===== src/rtl/axi_lite_pkg.sv =====
// Shared types and constants for the AXI-lite register slave.
package axi_lite_pkg;

    localparam int ADDR_LSB = 3;
    localparam int DATA_W   = 64;

    typedef enum logic [1:0] {
        OKAY   = 2'b00,
        EXOKAY = 2'b01,
        SLVERR = 2'b10,
        DECERR = 2'b11
    } axil_resp_t;

    typedef enum logic [1:0] {
        W_IDLE,
        W_HAVE_AW,
        W_HAVE_W,
        W_RESP
    } wr_state_t;

    typedef enum logic {
        R_IDLE,
        R_RESP
    } rd_state_t;

    // An address hits when the upper bits are clear and the word index is in range.
    function automatic logic addr_hit(input logic [63:0] addr, input int unsigned num_regs);
        return (addr[63:11] == '0) && (32'(addr[10:ADDR_LSB]) < num_regs);
    endfunction

endpackage


===== src/rtl/axi_lite_reg_bank.sv =====
// Bank of 64-bit registers with a byte-enable write port and an
// asynchronous read port selected by word index.
module axi_lite_reg_bank
    import axi_lite_pkg::*;
#(
    parameter int                NUM_REGS  = 16,
    parameter int                IDX_W     = 4,
    parameter logic [DATA_W-1:0] RESET_VAL = '0
) (
    input  logic              clk,
    input  logic              srst,
    input  logic              wr_en,
    input  logic [IDX_W-1:0]  wr_idx,
    input  logic [DATA_W-1:0] wr_data,
    input  logic [7:0]        wr_strb,
    input  logic [IDX_W-1:0]  rd_idx,
    output logic [DATA_W-1:0] rd_data
);

    logic [DATA_W-1:0] mem [NUM_REGS];

    generate
        for (genvar gi = 0; gi < NUM_REGS; gi++) begin : g_reg
            // Each register loads RESET_VAL on reset and merges strobed bytes on write.
            always_ff @(posedge clk) begin
                if (srst) begin
                    mem[gi] <= RESET_VAL;
                end else if (wr_en && (wr_idx == IDX_W'(gi))) begin
                    for (int b = 0; b < 8; b++) begin
                        if (wr_strb[b]) begin
                            mem[gi][8*b +: 8] <= wr_data[8*b +: 8];
                        end
                    end
                end
            end
        end
    endgenerate

    assign rd_data = mem[rd_idx];

endmodule


===== src/rtl/axi_lite_reg_slave.sv =====
// AXI-lite register slave: independent write and read FSMs in front of a
// register bank, echoing transaction IDs.
// Optional macro AXIL_ERR_RESP_EN: when defined, address misses answer SLVERR
// instead of OKAY.
module axi_lite_reg_slave
    import axi_lite_pkg::*;
#(
    parameter int          NUM_REGS  = 16,
    parameter int          ID_W      = 4,
    parameter logic [63:0] RESET_VAL = 64'h0
) (
    input  logic            aclk,
    input  logic            arst,
    input  logic [63:0]     aw_addr,
    input  logic            aw_valid,
    input  logic [ID_W-1:0] aw_id,
    input  logic [2:0]      aw_prot,
    output logic            aw_ready,
    input  logic [63:0]     wdata,
    input  logic            wvalid,
    input  logic [7:0]      wstrb,
    output logic            wready,
    output logic            bvalid,
    output logic [ID_W-1:0] bid,
    output logic [1:0]      bresp,
    input  logic            bready,
    input  logic [63:0]     ar_addr,
    input  logic            ar_valid,
    input  logic [ID_W-1:0] ar_id,
    input  logic [2:0]      ar_prot,
    output logic            ar_ready,
    output logic [63:0]     rdata,
    output logic            rvalid,
    output logic [ID_W-1:0] rid,
    output logic [1:0]      rresp,
    input  logic            rready
);

    localparam int IDX_W = (NUM_REGS > 1) ? $clog2(NUM_REGS) : 1;

`ifdef AXIL_ERR_RESP_EN
    localparam axil_resp_t MISS_RESP = SLVERR;
`else
    localparam axil_resp_t MISS_RESP = OKAY;
`endif

    wr_state_t         wr_state_reg, wr_state_next;
    rd_state_t         rd_state_reg, rd_state_next;
    logic [63:0]       aw_addr_reg;
    logic [ID_W-1:0]   aw_id_reg;
    logic [63:0]       wdata_reg;
    logic [7:0]        wstrb_reg;
    logic              aw_ready_reg, wready_reg, ar_ready_reg;
    logic              bvalid_reg, rvalid_reg;
    logic [ID_W-1:0]   bid_reg, rid_reg;
    axil_resp_t        bresp_reg, rresp_reg;
    logic [63:0]       rdata_reg;

    logic              aw_hs, w_hs, ar_hs;
    logic [63:0]       eff_addr;
    logic [ID_W-1:0]   eff_id;
    logic [63:0]       eff_wdata;
    logic [7:0]        eff_wstrb;
    logic              wr_commit, wr_hit, rd_hit;
    logic [63:0]       bank_rd_data;
    logic              unused_ok;

    // Readies are registered so no input reaches an output combinationally.
    assign aw_hs = aw_valid && aw_ready_reg;
    assign w_hs  = wvalid && wready_reg;
    assign ar_hs = ar_valid && ar_ready_reg;

    // A channel that already handshook supplies its latched copy; otherwise the live bus.
    assign eff_addr  = (wr_state_reg == W_HAVE_AW) ? aw_addr_reg : aw_addr;
    assign eff_id    = (wr_state_reg == W_HAVE_AW) ? aw_id_reg   : aw_id;
    assign eff_wdata = (wr_state_reg == W_HAVE_W)  ? wdata_reg   : wdata;
    assign eff_wstrb = (wr_state_reg == W_HAVE_W)  ? wstrb_reg   : wstrb;

    assign wr_commit = (wr_state_reg != W_RESP) && (wr_state_next == W_RESP);
    assign wr_hit    = addr_hit(eff_addr, 32'(NUM_REGS));
    assign rd_hit    = addr_hit(ar_addr, 32'(NUM_REGS));

    assign unused_ok = ^{aw_prot, ar_prot};

    axi_lite_reg_bank #(
        .NUM_REGS  (NUM_REGS),
        .IDX_W     (IDX_W),
        .RESET_VAL (RESET_VAL)
    ) u_bank (
        .clk     (aclk),
        .srst    (arst),
        .wr_en   (wr_commit && wr_hit),
        .wr_idx  (eff_addr[ADDR_LSB +: IDX_W]),
        .wr_data (eff_wdata),
        .wr_strb (eff_wstrb),
        .rd_idx  (ar_addr[ADDR_LSB +: IDX_W]),
        .rd_data (bank_rd_data)
    );

    // Write FSM next state: collect AW and W in either order, then hold the response.
    always_comb begin
        wr_state_next = wr_state_reg;
        case (wr_state_reg)
            W_IDLE: begin
                if (aw_hs && w_hs)  wr_state_next = W_RESP;
                else if (aw_hs)     wr_state_next = W_HAVE_AW;
                else if (w_hs)      wr_state_next = W_HAVE_W;
            end
            W_HAVE_AW: if (w_hs)   wr_state_next = W_RESP;
            W_HAVE_W:  if (aw_hs)  wr_state_next = W_RESP;
            W_RESP:    if (bready) wr_state_next = W_IDLE;
            default:               wr_state_next = W_IDLE;
        endcase
    end

    // Write state, channel captures, registered readies and the B response.
    always_ff @(posedge aclk) begin
        if (arst) begin
            wr_state_reg <= W_IDLE;
            aw_addr_reg  <= '0;
            aw_id_reg    <= '0;
            wdata_reg    <= '0;
            wstrb_reg    <= '0;
            aw_ready_reg <= 1'b0;
            wready_reg   <= 1'b0;
            bvalid_reg   <= 1'b0;
            bid_reg      <= '0;
            bresp_reg    <= OKAY;
        end else begin
            wr_state_reg <= wr_state_next;
            aw_ready_reg <= (wr_state_next == W_IDLE) || (wr_state_next == W_HAVE_W);
            wready_reg   <= (wr_state_next == W_IDLE) || (wr_state_next == W_HAVE_AW);
            bvalid_reg   <= (wr_state_next == W_RESP);
            if (aw_hs) begin
                aw_addr_reg <= aw_addr;
                aw_id_reg   <= aw_id;
            end
            if (w_hs) begin
                wdata_reg <= wdata;
                wstrb_reg <= wstrb;
            end
            if (wr_commit) begin
                bid_reg   <= eff_id;
                bresp_reg <= wr_hit ? OKAY : MISS_RESP;
            end
        end
    end

    // Read FSM next state: one outstanding read, released by rready.
    always_comb begin
        rd_state_next = rd_state_reg;
        case (rd_state_reg)
            R_IDLE:  if (ar_hs)  rd_state_next = R_RESP;
            R_RESP:  if (rready) rd_state_next = R_IDLE;
            default:             rd_state_next = R_IDLE;
        endcase
    end

    // Read state and the registered R response; the bank is sampled at the AR edge.
    always_ff @(posedge aclk) begin
        if (arst) begin
            rd_state_reg <= R_IDLE;
            ar_ready_reg <= 1'b0;
            rvalid_reg   <= 1'b0;
            rdata_reg    <= '0;
            rid_reg      <= '0;
            rresp_reg    <= OKAY;
        end else begin
            rd_state_reg <= rd_state_next;
            ar_ready_reg <= (rd_state_next == R_IDLE);
            rvalid_reg   <= (rd_state_next == R_RESP);
            if (ar_hs) begin
                rdata_reg <= rd_hit ? bank_rd_data : '0;
                rid_reg   <= ar_id;
                rresp_reg <= rd_hit ? OKAY : MISS_RESP;
            end
        end
    end

    assign aw_ready = aw_ready_reg;
    assign wready   = wready_reg;
    assign bvalid   = bvalid_reg;
    assign bid      = bid_reg;
    assign bresp    = bresp_reg;
    assign ar_ready = ar_ready_reg;
    assign rvalid   = rvalid_reg;
    assign rdata    = rdata_reg;
    assign rid      = rid_reg;
    assign rresp    = rresp_reg;

endmodule


===== config.mk =====
export PLATFORM = sky130hd
export DESIGN_NAME = axi_lite_reg_slave
export DESIGN_NICKNAME = d
export VERILOG_FILES = /design/src/rtl/axi_lite_pkg.sv /design/src/rtl/axi_lite_reg_bank.sv /design/src/rtl/axi_lite_reg_slave.sv
export SDC_FILE = /design/constraint.sdc
export NUM_CORES = 2
export LEC_CHECK = 0
export CELL_PAD_IN_SITES_DETAIL_PLACEMENT = 1
export CELL_PAD_IN_SITES_GLOBAL_PLACEMENT = 2
export CORE_ASPECT_RATIO = 2
export CORE_MARGIN = 4
export CORE_UTILIZATION = 46
export DETAILED_ROUTE_END_ITERATION = 10
export PLACE_DENSITY_LB_ADDON = 0.1
export SLEW_MARGIN = 20
export SYNTH_ARGS = -nofsm -noshare
export SYNTH_HDL_FRONTEND = slang
export SYNTH_SLANG_ARGS = --single-unit
export TNS_END_PERCENT = 20

===== constraint.sdc =====
create_clock -name aclk -period 10.6 [get_ports aclk]
set_input_delay 2.65 -clock aclk [delete_from_list [all_inputs] [get_ports aclk]]
set_output_delay 2.65 -clock aclk [all_outputs]
set_load 0.005 [all_outputs]

==> results.cfg <==
[placed_design]
port_buffers = 285
dp_hpwl_mm = 107.1
dp_cells = 5603
place.gp.congestion = 0.8056
post-place-ws_ps = 3516
dpl_cell_area_um2 = 59420

[floorplan]
die_x_um = 253.2
die_height_um = 498.3
ios = 302
coreArea_um2 = 119100
num_rows = 179
die_area_um2 = 126200
start_util_pct = 46.41

[worst_hold_path]
min_path_type = reg2reg
min_delay_path_depth = 2
min_to = wdata_reg[25]
min-delay-start = wdata_reg[25]

[synthesis]
yosys_warnings = 0
async_flop_share_pct = 0
yosysSeqAreaShare_pct = 63.43
synth_cells = 4076
ys_ff_latch = 1240
ys.flop_type = edfxtp_1
synth_cell_types = 38
avgSynthCellArea_um2 = 13.57
synth_edf_count = 1024
synth_area_um2 = 55300

[sta]
slew_viol_final = 0
final.period_utilization_pct = 59.83
min_period_ps = 6342
fmax_mhz = 157.7
setup_tns_ps = 0
hold_ws_ps = 453.6
timing.final.ws_setup_ps = 4258
max_slew_margin_pct = 18.99
hold_viol_final = 0
fin_worst_skew_ps = 36.99
finalSetupViolations = 0
worstMarginPinSlew_ps = 1215
rsz0062_at_grt = false

[global_routing]
antenna_found_initial = 6
grt_pass1_vias = 37620
grt_max_degree = 186
track_usage_pct = 26.33
grt_pass1_wl_mm = 244.9
grt_remaining_overflow = 0

[setup_path]
crit_path_start_kind = input pin
r2r_cells = 6
criticalPathCategory = in2reg
regToRegStartpoint = wr_state_reg[1]
required_ps = 10930
end_kind = flip-flop
arrival_ps = 6670
timing.rr.end = u_bank.mem[0][24]
crit_fanout = 41
rrSetupSlack_ps = 5880

[clocking]
cts_inserted_buffers = 113
cts_sinks = 1240
cts_max_level = 3
cts_resized = 0
path_clk_slew_ps = 70
clock_latency_ps = 740
cts_setup_buffers = 0
cts_tree = built
clock_tree.root_cell = clkbuf_16
cts_buffer_depth = 3
hold_buffers = 0

[cells_and_area]
finish.utilization_pct = 53.21
design_area_um2 = 63400
largest_reg_flops = 1024
final_cell_mix = edfxtp_1 (1,024), nor2_1 (467), nand2_1 (443)
layout-drive-gt1-share_pct = 21.83
fin_nets = 4403
final_common_cell = edfxtp_1
fillers = 11580
area_delta_synth_final_pct = 14.66
final_cell_count_no_fill = 5820

[pwr]
p_leak_nw = 20.19
ir_drop_uv = 130.7
p_total_mw = 10.76
p_per_area_nw_per_um2 = 169.8

[routing]
dr_total_vias = 34710
drcViolationCount = 0
ant_nets = 0
wl_mm = 167.2
drtIter0Drc = 2563
firstDrtPassIters = 7
vias_per_cell = 5.964
wl_per_cell_um = 28.73

[run_status]
outcome = finished clean

[flow_run]
maxCapViolCount = 0
[cells by family (layout without fill, tap and decap cells)]
kind of cell	count (synthesis)	after routing	share of synthesized area [%]
DFF	1240	1240	63.43
AOI/OAI and AO/OA	368	368	3.702
other	1	8	0.006782
buffers and inverters	473	672	3.756
muxes	413	413	14.90
and+or+nand+nor	1581	1581	14.21
[synthesized netlist by cell type (2+ instances only)]
cell type / instances / area [um2]
a21oi_1: 145 / 725.7
or4_1: 3 / 22.52
nor3_2: 200 / 2002
mux4_2: 320 / 7207
buf_4: 7 / 52.55
mux2i_1: 14 / 140.1
o21ai_1: 36 / 180.2
buf_6: 23 / 259.0
inv_1: 65 / 244.0
nor2_1: 467 / 1753
buf_2: 82 / 410.4
clkbuf_1: 255 / 957.2
o21ai_0: 154 / 770.7
nand3_1: 9 / 45.04
a211oi_1: 4 / 30.03
o221ai_2: 8 / 120.1
nand2_1: 454 / 1704
dfxtp_1: 216 / 4324
and2_1: 5 / 31.28
o31ai_1: 4 / 30.03
a311oi_1: 4 / 35.03
nor4_1: 40 / 250.2
nor3_1: 382 / 1912
o221ai_1: 3 / 26.28
nand4_1: 7 / 43.79
a2111oi_2: 7 / 105.1
nand2b_1: 9 / 56.30
buf_1: 41 / 153.9
mux2_2: 79 / 889.6
edfxtp_1: 1024 / 30750
and4_1: 2 / 17.52
[worst max path at each step]
stage                     slack [ps]                 to         from
after detailed placement        3520  u_bank.mem[4][19]  aw_addr[61]
after global placement          3530  u_bank.mem[0][36]  aw_addr[63]
after global routing            4130  u_bank.mem[0][28]  aw_addr[63]
after CTS                       4290  u_bank.mem[4][18]  aw_addr[61]
final                           4260  u_bank.mem[0][24]  aw_addr[63]
after floorplan                 5300   u_bank.mem[0][0]  aw_addr[63]
[critical path: stages]
cell	delay, ps
clkdlybuf4s50_1	410
or4_1	510
nor4_1	160
and4_1	980
o221ai_4	460
buf_4	460
o21ai_1	930
[cell type report]
class	instances	area [um2]	share of cell area, %
flip-flops and latches	1240	35070	55.32
clock buffers	141	3047	4.805
inverters	65	246.5	0.3888
repair buffers	396	3787	5.974
multi-input cells	2366	18440	29.09
well taps	1538	1924	3.035
clock inverters	70	869.6	1.372
diodes	4	10.01	0.01579
[metal layers]
layer	vias up	GRT usage, %	part of all wire, %
li1	15370	-	-
met1	18110	29.18	35
met2	974	51.82	58
met3	257	3.225	4.6
met4	4	7.970	3.0
met5	-	0	0.016
[where the power goes]
part	switching, mW	internal [mW]	leakage [nW]
combinational	0.553	0.344	5.96
sequential	0.0555	5.41	12.3
clock	1.87	2.52	1.89
(Power assumes the default switching activity.)
